$ cat src/rtl/uart_baud_pkg.sv
// Shared constants, baud-select encoding and preset divisor arithmetic for the
// rx-side baud tick generator.
package uart_baud_pkg;

    localparam int unsigned DEF_CLK_HZ     = 18432000;
    localparam int unsigned DEF_OVERSAMPLE = 16;
    localparam int unsigned DEF_DIV_W      = 16;
    localparam int unsigned DEF_FRAC_W     = 4;

    typedef enum logic [1:0] {
        Baud2400  = 2'b00,
        Baud4800  = 2'b01,
        Baud9600  = 2'b10,
        Baud38400 = 2'b11
    } baud_sel_e;

    function automatic longint unsigned baud_rate(baud_sel_e sel);
        longint unsigned rate;
        case (sel)
            Baud2400:  rate = 2400;
            Baud4800:  rate = 4800;
            Baud9600:  rate = 9600;
            default:   rate = 38400;
        endcase
        return rate;
    endfunction

    // Returns {int, frac}: clk cycles per os_tick scaled by 2^frac_w, rounded to nearest LSB.
    function automatic longint unsigned preset_div(longint unsigned clk_hz,
                                                   longint unsigned oversample,
                                                   baud_sel_e       sel,
                                                   int unsigned     frac_w = DEF_FRAC_W);
        longint unsigned den;
        den = oversample * baud_rate(sel);
        return ((clk_hz << frac_w) + den / 2) / den;
    endfunction

endpackage

$ cat src/rtl/baud_frac_div.sv
// Fractional clock divider: counts clk cycles per os_tick, stretching a period by one
// cycle whenever the fractional accumulator carries out.
module baud_frac_div
    import uart_baud_pkg::*;
#(
    parameter int unsigned DIV_W  = DEF_DIV_W,
    parameter int unsigned FRAC_W = DEF_FRAC_W
) (
    input  logic              clk,
    input  logic              rst,
    input  logic              en,
    input  logic              restart,
    input  logic [DIV_W-1:0]  div_int,
    input  logic [FRAC_W-1:0] div_frac,
    output logic              tick
);

    logic [DIV_W-1:0]  cnt_q, cnt_d;
    logic [FRAC_W-1:0] acc_q, acc_d;
    logic [DIV_W-1:0]  eff_int;
    logic [DIV_W-1:0]  last_cnt;
    logic [FRAC_W:0]   sum;
    logic              wrap;

    always_comb begin
        sum      = {1'b0, acc_q} + {1'b0, div_frac};
        eff_int  = (div_int < DIV_W'(2)) ? DIV_W'(2) : div_int;
        // eff_int >= 2, so eff_int - 1 + carry always fits in DIV_W bits.
        last_cnt = eff_int - DIV_W'(1) + DIV_W'(sum[FRAC_W]);
        wrap     = (cnt_q == last_cnt);
    end

    assign tick = en && !restart && wrap;

    always_comb begin
        cnt_d = cnt_q;
        acc_d = acc_q;
        if (restart) begin
            cnt_d = '0;
            acc_d = '0;
        end else if (en) begin
            if (wrap) begin
                cnt_d = '0;
                acc_d = sum[FRAC_W-1:0];
            end else begin
                cnt_d = cnt_q + DIV_W'(1);
            end
        end
    end

    always_ff @(posedge clk or negedge rst) begin
        if (!rst) begin
            cnt_q <= '0;
            acc_q <= '0;
        end else begin
            cnt_q <= cnt_d;
            acc_q <= acc_d;
        end
    end

endmodule

$ cat src/rtl/baud_tick_gen_rx.sv
// UART rx baud tick generator: preset/custom divisor shadowing, oversample phase counter
// and os/mid/bit strobe decode around the fractional divider.
module baud_tick_gen_rx
    import uart_baud_pkg::*;
#(
    parameter int unsigned  CLK_HZ     = DEF_CLK_HZ,
    parameter int unsigned  OVERSAMPLE = DEF_OVERSAMPLE,
    parameter int unsigned  DIV_W      = DEF_DIV_W,
    parameter int unsigned  FRAC_W     = DEF_FRAC_W,
    localparam int unsigned PHASE_W    = $clog2(OVERSAMPLE)
) (
    input  logic               clk_rx,
    input  logic               rst,
    input  logic               en,
    input  logic               restart,
    input  logic               use_custom,
    input  logic [1:0]         baud_sel,
    input  logic [DIV_W-1:0]   div_int,
    input  logic [FRAC_W-1:0]  div_frac,
    output logic               os_tick,
    output logic               mid_tick,
    output logic               bit_tick,
    output logic [PHASE_W-1:0] os_phase
);

    localparam int unsigned FIX_W = DIV_W + FRAC_W;
    typedef logic [FIX_W-1:0] fix_t;

    localparam fix_t PRESET_2400  = fix_t'(preset_div(64'(CLK_HZ), 64'(OVERSAMPLE), Baud2400, FRAC_W));
    localparam fix_t PRESET_4800  = fix_t'(preset_div(64'(CLK_HZ), 64'(OVERSAMPLE), Baud4800, FRAC_W));
    localparam fix_t PRESET_9600  = fix_t'(preset_div(64'(CLK_HZ), 64'(OVERSAMPLE), Baud9600, FRAC_W));
    localparam fix_t PRESET_38400 = fix_t'(preset_div(64'(CLK_HZ), 64'(OVERSAMPLE), Baud38400, FRAC_W));

    fix_t               sel_div;
    fix_t               shadow_q, shadow_d;
    logic [PHASE_W-1:0] phase_q, phase_d;
    logic               raw_tick;

    always_comb begin
        sel_div = PRESET_9600;
        if (use_custom) begin
            sel_div = {div_int, div_frac};
        end else begin
            case (baud_sel_e'(baud_sel))
                Baud2400:  sel_div = PRESET_2400;
                Baud4800:  sel_div = PRESET_4800;
                Baud9600:  sel_div = PRESET_9600;
                Baud38400: sel_div = PRESET_38400;
            endcase
        end
    end

    // Divisor only changes at a period boundary, so a running period is never distorted.
    assign shadow_d = (restart || raw_tick) ? sel_div : shadow_q;

    always_comb begin
        phase_d = phase_q;
        if (restart) begin
            phase_d = '0;
        end else if (raw_tick) begin
            phase_d = phase_q + PHASE_W'(1);
        end
    end

    always_ff @(posedge clk_rx or negedge rst) begin
        if (!rst) begin
            shadow_q <= PRESET_9600;
            phase_q  <= '0;
        end else begin
            shadow_q <= shadow_d;
            phase_q  <= phase_d;
        end
    end

    baud_frac_div #(
        .DIV_W  (DIV_W),
        .FRAC_W (FRAC_W)
    ) u_frac_div (
        .clk      (clk_rx),
        .rst      (rst),
        .en       (en),
        .restart  (restart),
        .div_int  (shadow_q[FIX_W-1:FRAC_W]),
        .div_frac (shadow_q[FRAC_W-1:0]),
        .tick     (raw_tick)
    );

    assign os_tick  = raw_tick;
    assign mid_tick = raw_tick && (phase_q == PHASE_W'(OVERSAMPLE / 2 - 1));
    assign bit_tick = raw_tick && (phase_q == PHASE_W'(OVERSAMPLE - 1));
    assign os_phase = phase_q;

endmodule
$ cat config.mk
export PLATFORM = sky130hd
export DESIGN_NAME = baud_tick_gen_rx
export DESIGN_NICKNAME = d
export VERILOG_FILES = /design/src/rtl/uart_baud_pkg.sv /design/src/rtl/baud_frac_div.sv /design/src/rtl/baud_tick_gen_rx.sv
export SDC_FILE = /design/constraint.sdc
export NUM_CORES = 1
export LEC_CHECK = 0
export ABC_AREA = 0
export CAP_MARGIN = 20
export CORE_UTILIZATION = 50
export CTS_CLUSTER_SIZE = 20
export DETAILED_ROUTE_END_ITERATION = 7
export MAX_ROUTING_LAYER = met4
export PLACE_DENSITY = 0.79
export RECOVER_POWER = 100
export SLEW_MARGIN = 20
export SYNTH_ARGS = -nofsm -noshare
export SYNTH_HDL_FRONTEND = slang
export SYNTH_SLANG_ARGS = --single-unit
$ cat constraint.sdc
create_clock -name clk_rx -period 5.62 [get_ports clk_rx]
set_input_delay 1.124 -clock clk_rx [delete_from_list [all_inputs] [get_ports clk_rx]]
set_output_delay 1.124 -clock clk_rx [all_outputs]
set_load 0.03 [all_outputs]
==> impl_metrics.env, run 1 <==
export IMPL_syn_nets=368
export IMPL_start_util_pct=53.1
export IMPL_nets=407
export IMPL_gr_total_overflow=0
export IMPL_tightest_slew_ns=2.33
export IMPL_hold_violations=0
export IMPL_die_x_um=79.1
export IMPL_switchingPower_mw=0.217
export IMPL_reg2reg_depth=16
export IMPL_cts_hold_buf=0
export IMPL_slew_headroom_pct=-55.3
export IMPL_regToRegSetupSlack_ns=0.29
export IMPL_critPathTopFamily="simple AND/OR/NAND/NOR gates"
export IMPL_synthAdderAreaFrac_pct=4.04
export IMPL_synthMuxAreaShare_pct=10.3
export IMPL_p_total_mw=0.721
export IMPL_endpoint_kind="output port"
export IMPL_clock_skew_ns=0.00539
export IMPL_coreArea_um2=5610
export IMPL_placed_area_um2=3370
export IMPL_p_seq_share_pct=49.9
export IMPL_maxSlewViolCount=45
export IMPL_drive_above_1_share_pct=15.1
export IMPL_num_io_pins=34
export IMPL_synthArstFlopShare_pct=100
export IMPL_synth_cell_area_um2=2980
export IMPL_p_leak_nw=1.53
export IMPL_run_status="complete, but fails checks"
export IMPL_fin_crit_ns=5.49
export IMPL_portBuffers=33
export IMPL_drt_initial_drc_count=110
export IMPL_grt_max_degree=45
export IMPL_arrival_ns=4.37
export IMPL_cts_buffers=5
export IMPL_fmax_mhz=182
export IMPL_rr_endpoint="shadow_q[18]"
export IMPL_cts_tree="yes"
export IMPL_rows=27
export IMPL_p_per_area_nw_per_um2=201
export IMPL_track_usage_pct=24.0
export IMPL_die_area_um2=6260
export IMPL_synth_area_per_cell_um2=8.96
export IMPL_crit_buf_inv=1
export IMPL_hold_path_class="reg2reg"
export IMPL_pwr_share_clk_pct=29.7
export IMPL_grt_pass1_wl_um=11300
export IMPL_r2r_start="shadow_q[17]"
export IMPL_cts_sinks=44
export IMPL_setup_viol=0
export IMPL_grt_pass1_vias=2460
export IMPL_finalCritPeriodShare_pct=97.7
export IMPL_cts_buffer_depth=2
export IMPL_max_vdd_ir_drop_uv=129
export IMPL_power_frac_comb_pct=20.4
export IMPL_insertion_delay_ns=0.31
export IMPL_design_area_um2=3590
export IMPL_gp_congestion=0.883
export IMPL_synth_edf_count=0
export IMPL_seq_area_um2=1110
export IMPL_synth_top_family_by_area="simple AND/OR/NAND/NOR gates"
export IMPL_multiInputGateArea_um2=1790
export IMPL_die_h_um=79.1
export IMPL_slowest_stage="or4_4"
export IMPL_critPathMaxFanout=6
export IMPL_drv_cap=1
export IMPL_crit_chain="or4_4 > nor4_4 > nand2_1 > nand2_2 > ha_4 > ha_4 > or4b_4 > or2_2 > o311a_1 > o41ai_2 > nand4_2 > or4_4 > nor4_2 > buf_4"
export IMPL_synth_xor_xnor_area_share_pct=8.83
export IMPL_ys_seq_area_share_pct=37.2
export IMPL_worst_hold_startpoint="shadow_q[3]"
export IMPL_hold_end="shadow_q[3]"
export IMPL_via_per_inst=5.60
export IMPL_hold_depth=2
export IMPL_synth_simple_gate_area_share_pct=25.5
export IMPL_vias=2488
export IMPL_synth_distinct_cells=46
export IMPL_swShare_pct=30.1
export IMPL_clock_root_buffer="clkbuf_8"
export IMPL_drc=0
export IMPL_violations="max-capacitance violations, max-slew violations"
export IMPL_crit_type="reg2out"
export IMPL_path_clk_slew_ns=0.08
export IMPL_startpoint_type="flip-flop"
export IMPL_intPower_mw=0.504
export IMPL_ys_warn_count=0
export IMPL_dp_hpwl_um=4820
export IMPL_totalWireLength_um=6780
export IMPL_fill_cells=490
export IMPL_wl_per_cell_um=15.3
export IMPL_slowest_delay_ns=0.60
export IMPL_htreeDepth=2
export IMPL_firstDrtPassIters=4
export IMPL_ys_ff_latch=44
export IMPL_antenna_cells=0
export IMPL_area_delta_synth_final_pct=20.5
export IMPL_antenna_found_initial=0
export IMPL_synth_compound_gate_area_share_pct=8.62
export IMPL_syn_inst=332
export IMPL_worstPathRequired_ns=4.50
export IMPL_ys_flop_type="dfrtp_1"
export IMPL_drtAntennaViolNets=0
[per-stage QoR]
| step | worst slack (ns) | TNS (ns) | cells | hold WS, ns | utilization, % |
|---|---|---|---|---|---|
| CTS | 0.00484 | 0 | 440 | 0.538 | 62.4 |
| detailed placement | 0.164 | 0 | 429 | 0.522 | 60.0 |
| global placement | 0.287 | 0 | 429 | 0.519 | 60.0 |
| finish | 0.129 | 0 | 444 | 0.533 | 63.9 |
| floorplan | -0.0615 | -0.123 | 332 | 0.494 | - |
| global route | -0.0201 | -0.0357 | 444 | 0.563 | 63.9 |
[logic make-up after synthesis]
family,Yosys count
DFF,44
and+or+nand+nor,143
muxes,30
AOI/OAI and AO/OA,37
xor gates and xnor gates,30
buffers and inverters,39
adders and majority gates,9
[worst max path at each step]
stage,cells past startpoint,end,from,slack (ns)
after floorplan,14,bit_tick,shadow_q[12],-0.06
after CTS,14,bit_tick,shadow_q[17],0.005
after global placement,14,bit_tick,shadow_q[12],0.29
final,14,mid_tick,shadow_q[17],0.13
after detailed placement,14,bit_tick,shadow_q[12],0.16
after global routing,15,mid_tick,shadow_q[17],-0.02
[power by group through the flow]
stage               combinational [mW]  sequential, mW  clock [mW]
floorplan                       0.0892           0.356           0
global placement                 0.128           0.363           0
detailed placement               0.131           0.364           0
CTS                              0.137           0.358       0.220
global route                     0.164           0.363       0.233
finish                           0.147           0.360       0.214
[cells in the mapped netlist (4+ instances only)]
master,number,area [µm²]
nand2_1,41,154
xor2_1,13,114
and3_1,4,25.0
nand4_1,4,25.0
mux2i_1,24,240
nand2b_1,6,37.5
o21ai_0,8,40.0
nor3_1,7,35.0
nand3_1,12,60.1
a21oi_1,10,50.1
nor4_1,7,43.8
ha_1,8,100
mux2_2,5,56.3
xnor2_1,17,149
inv_1,26,97.6
dfrtp_1,40,1000
or4_1,6,45.0
clkbuf_1,9,33.8
nor2_1,36,135
dfstp_2,4,105
[repair_timing]
item | CTS | global route
gates resized for setup | 4 | 12
hold endpoints to repair | 0 | 0
pin swaps | 2 | 11
setup endpoints to repair | 3 | 3
gates cloned | 0 | 0
buffers inserted | 3 | 4
[sequential cells by signal, indices dropped and copies added (netlist names)]
signal            cells
u_frac_div.cnt_q     16
u_frac_div.acc_q      4
os_phase              4
shadow_q             20
[layout by cell type, fill, tap and decap left out, types with 9 or more instances in the layout]
master,instances
a21oi_1,9
dfrtp_1,39
mux2i_1,24
buf_4,12
xnor2_1,17
nand3_1,12
inv_1,26
nor2_1,36
nand2_1,40
xor2_1,13
clkdlybuf4s50_1,25
[worst register-to-register path, stage by stage, from the launching register on]
cell	delay (ns)
dfrtp_2	0.45
or4_4	0.58
nor4_4	0.31
nand2_1	0.11
nand2_2	0.09
ha_4	0.14
ha_4	0.13
or4b_4	0.47
or2_2	0.32
o311a_1	0.31
o41ai_2	0.07
nand4_2	0.15
clkbuf_1	0.22
o41ai_4	0.30
clkbuf_1	0.98
buf_4	0.40
mux2i_1	0.23
[area by class of cell]
cell class	instances	share of cell area (%)
Clock inverter	2	0.419
Inverter	26	2.72
Multi-Input combinational cell	249	49.9
Tap cell	72	2.51
Sequential cell	44	30.9
Timing Repair Buffer	45	11.2
Clock buffer	6	2.30
[metal layers]
layer	global-route usage, %	wire (µm)	vias up
met5	-	0	-
met2	38.8	3290	56
li1	-	-	1225
met1	29.1	3070	1192
met3	4.25	273	15
met4	11.3	141	0
(Power assumes the default switching activity.)
==> run 2, diff against run 1 <==
Settings changed: ABC_CLOCK_PERIOD_IN_PS from default to 6600.
Clock period 5.62 ns to 6.6 ns, I/O delays scaled along.
==> impl_metrics.env, run 2 (synthesis results as in run 1) <==
export IMPL_run_status="complete, but fails checks"
export IMPL_violations="max-capacitance violations, max-slew violations"
export IMPL_cts_sinks=44
export IMPL_crit_type="reg2out"
export IMPL_rows=27
export IMPL_dp_hpwl_um=4840
export IMPL_start_util_pct=53.1
export IMPL_hold_path_class="reg2reg"
export IMPL_p_total_mw=0.574
export IMPL_cts_buffers=5
export IMPL_endpoint_kind="output port"
export IMPL_p_leak_nw=1.44
export IMPL_hold_violations=0
export IMPL_vias=2442
export IMPL_fmax_mhz=162
export IMPL_path_depth=14
export IMPL_clock_root_buffer="clkbuf_8"
export IMPL_p_per_area_nw_per_um2=171
export IMPL_utilization_pct=60.0
export IMPL_drv_cap=2
export IMPL_tightest_slew_ns=2.29
export IMPL_crit_path_start="shadow_q[12]"
export IMPL_track_usage_pct=23.9
export IMPL_reg2reg_depth=15
export IMPL_reg_top3="shadow_q (20), u_frac_div.cnt_q (16)"
export IMPL_firstDrtPassIters=4
export IMPL_worstPathRequired_ns=5.28
export IMPL_startpoint_type="flip-flop"
export IMPL_die_area_um2=6260
export IMPL_gp_congestion=0.918
export IMPL_slowest_delay_ns=0.69
export IMPL_wl_per_cell_um=14.3
export IMPL_grt_max_degree=45
export IMPL_antenna_cells=0
export IMPL_r2r_start="shadow_q[12]"
export IMPL_fin_cells=435
export IMPL_via_per_inst=5.61
export IMPL_htreeDepth=2
export IMPL_critPathMaxFanout=6
export IMPL_crit_buf_inv=1
export IMPL_slew_headroom_pct=-52.9
export IMPL_worst_hold_startpoint="shadow_q[3]"
export IMPL_arrival_ns=4.86
export IMPL_finalCritPeriodShare_pct=93.7
export IMPL_drt_initial_drc_count=148
export IMPL_path_clk_slew_ns=0.08
export IMPL_slowest_stage="or4_1"
export IMPL_drtAntennaViolNets=0
export IMPL_crit_chain="or4_1 > nor4_4 > nand2_1 > nand2_1 > ha_1 > ha_1 > or4b_1 > or2_2 > o311a_1 > o41ai_1 > nand4_2 > or4_1 > nor4_1 > clkbuf_2"
export IMPL_rsz0062_at_grt="no"
export IMPL_totalWireLength_um=6240
export IMPL_maxSlewViolCount=45
export IMPL_crit_end="mid_tick"
export IMPL_max_vdd_ir_drop_uv=102
export IMPL_regToRegSetupSlack_ns=0.92
export IMPL_num_io_pins=34
export IMPL_cts_buffer_depth=2
export IMPL_post_cts_buffers=0
export IMPL_cts_tree="yes"
export IMPL_dp_slack_ns=0.277
export IMPL_coreArea_um2=5610
export IMPL_setup_ws_ns=0.416
export IMPL_nets=398
export IMPL_place_inst=427
export IMPL_rr_endpoint="shadow_q[11]"
export IMPL_grt_pass1_vias=2452
export IMPL_largest_reg_flops=20
export IMPL_design_area_um2=3360
export IMPL_placed_area_um2=3350
export IMPL_top_register="shadow_q"
export IMPL_die_x_um=79.1
export IMPL_setup_viol=0
export IMPL_portBuffers=33
export IMPL_whs_ns=0.538
export IMPL_drive_above_1_share_pct=7.16
export IMPL_fin_crit_ns=6.18
export IMPL_final_cell_mix="nand2_1, dfrtp_1, nor2_1, inv_1, clkdlybuf4s50_1"
export IMPL_grt_pass1_wl_um=11300
export IMPL_area_delta_synth_final_pct=13.1
export IMPL_setup_tns_ns=0
export IMPL_gr_total_overflow=0
export IMPL_drc=0
export IMPL_insertion_delay_ns=0.29
export IMPL_antenna_found_initial=0
export IMPL_cts_hold_buf=0
export IMPL_die_h_um=79.1
export IMPL_clock_skew_ns=0.00789
export IMPL_critPathTopFamily="simple AND/OR/NAND/NOR gates"
export IMPL_layout_commonest_cell="nand2_1"
-- run 2: power by group --
group          internal (mW)  total [mW]  switching, mW
Clock                 0.0753       0.162         0.0868
Sequential             0.285       0.306         0.0201
Combinational         0.0490       0.106         0.0573
-- run 2: how the worst min path moves through the flow --
stage	end	slack, ns	cells past startpoint
after floorplan	shadow_q[4]	0.49	2
after global placement	shadow_q[3]	0.52	2
after detailed placement	shadow_q[2]	0.53	2
after CTS	shadow_q[2]	0.54	2
after global routing	shadow_q[2]	0.57	2
final	shadow_q[3]	0.54	2
-- run 2: cell type report --
class                      instances  area (µm²)
clock buffer                       8        80.1
fill                             530        2240
inverter                          26        97.6
multi-input combinational        249        1670
sequential                        44        1110
tap                               72        90.1
timing repair buffer              36         319
-- run 2: what timing repair did --
action                                  CTS  global route
cloned                                    0             0
endpoints found under the setup margin    2             3
resized for setup                         2             7
-- run 2: metal layers --
layer	vias to the layer above	track usage (%)	part of all wire, %
met5	-	-	0
met4	0	8.55	1.0
met3	4	3.33	2.5
met2	41	37.4	49
met1	1188	31.6	47
li1	1209	-	-
-- run 2: tightest hold or removal path, delay by kind of cell (launching register included) --
family	cells	cell delay (ns)
buffers and inverters	1	0.06
flip-flops	1	0.39
multiplexers	1	0.05
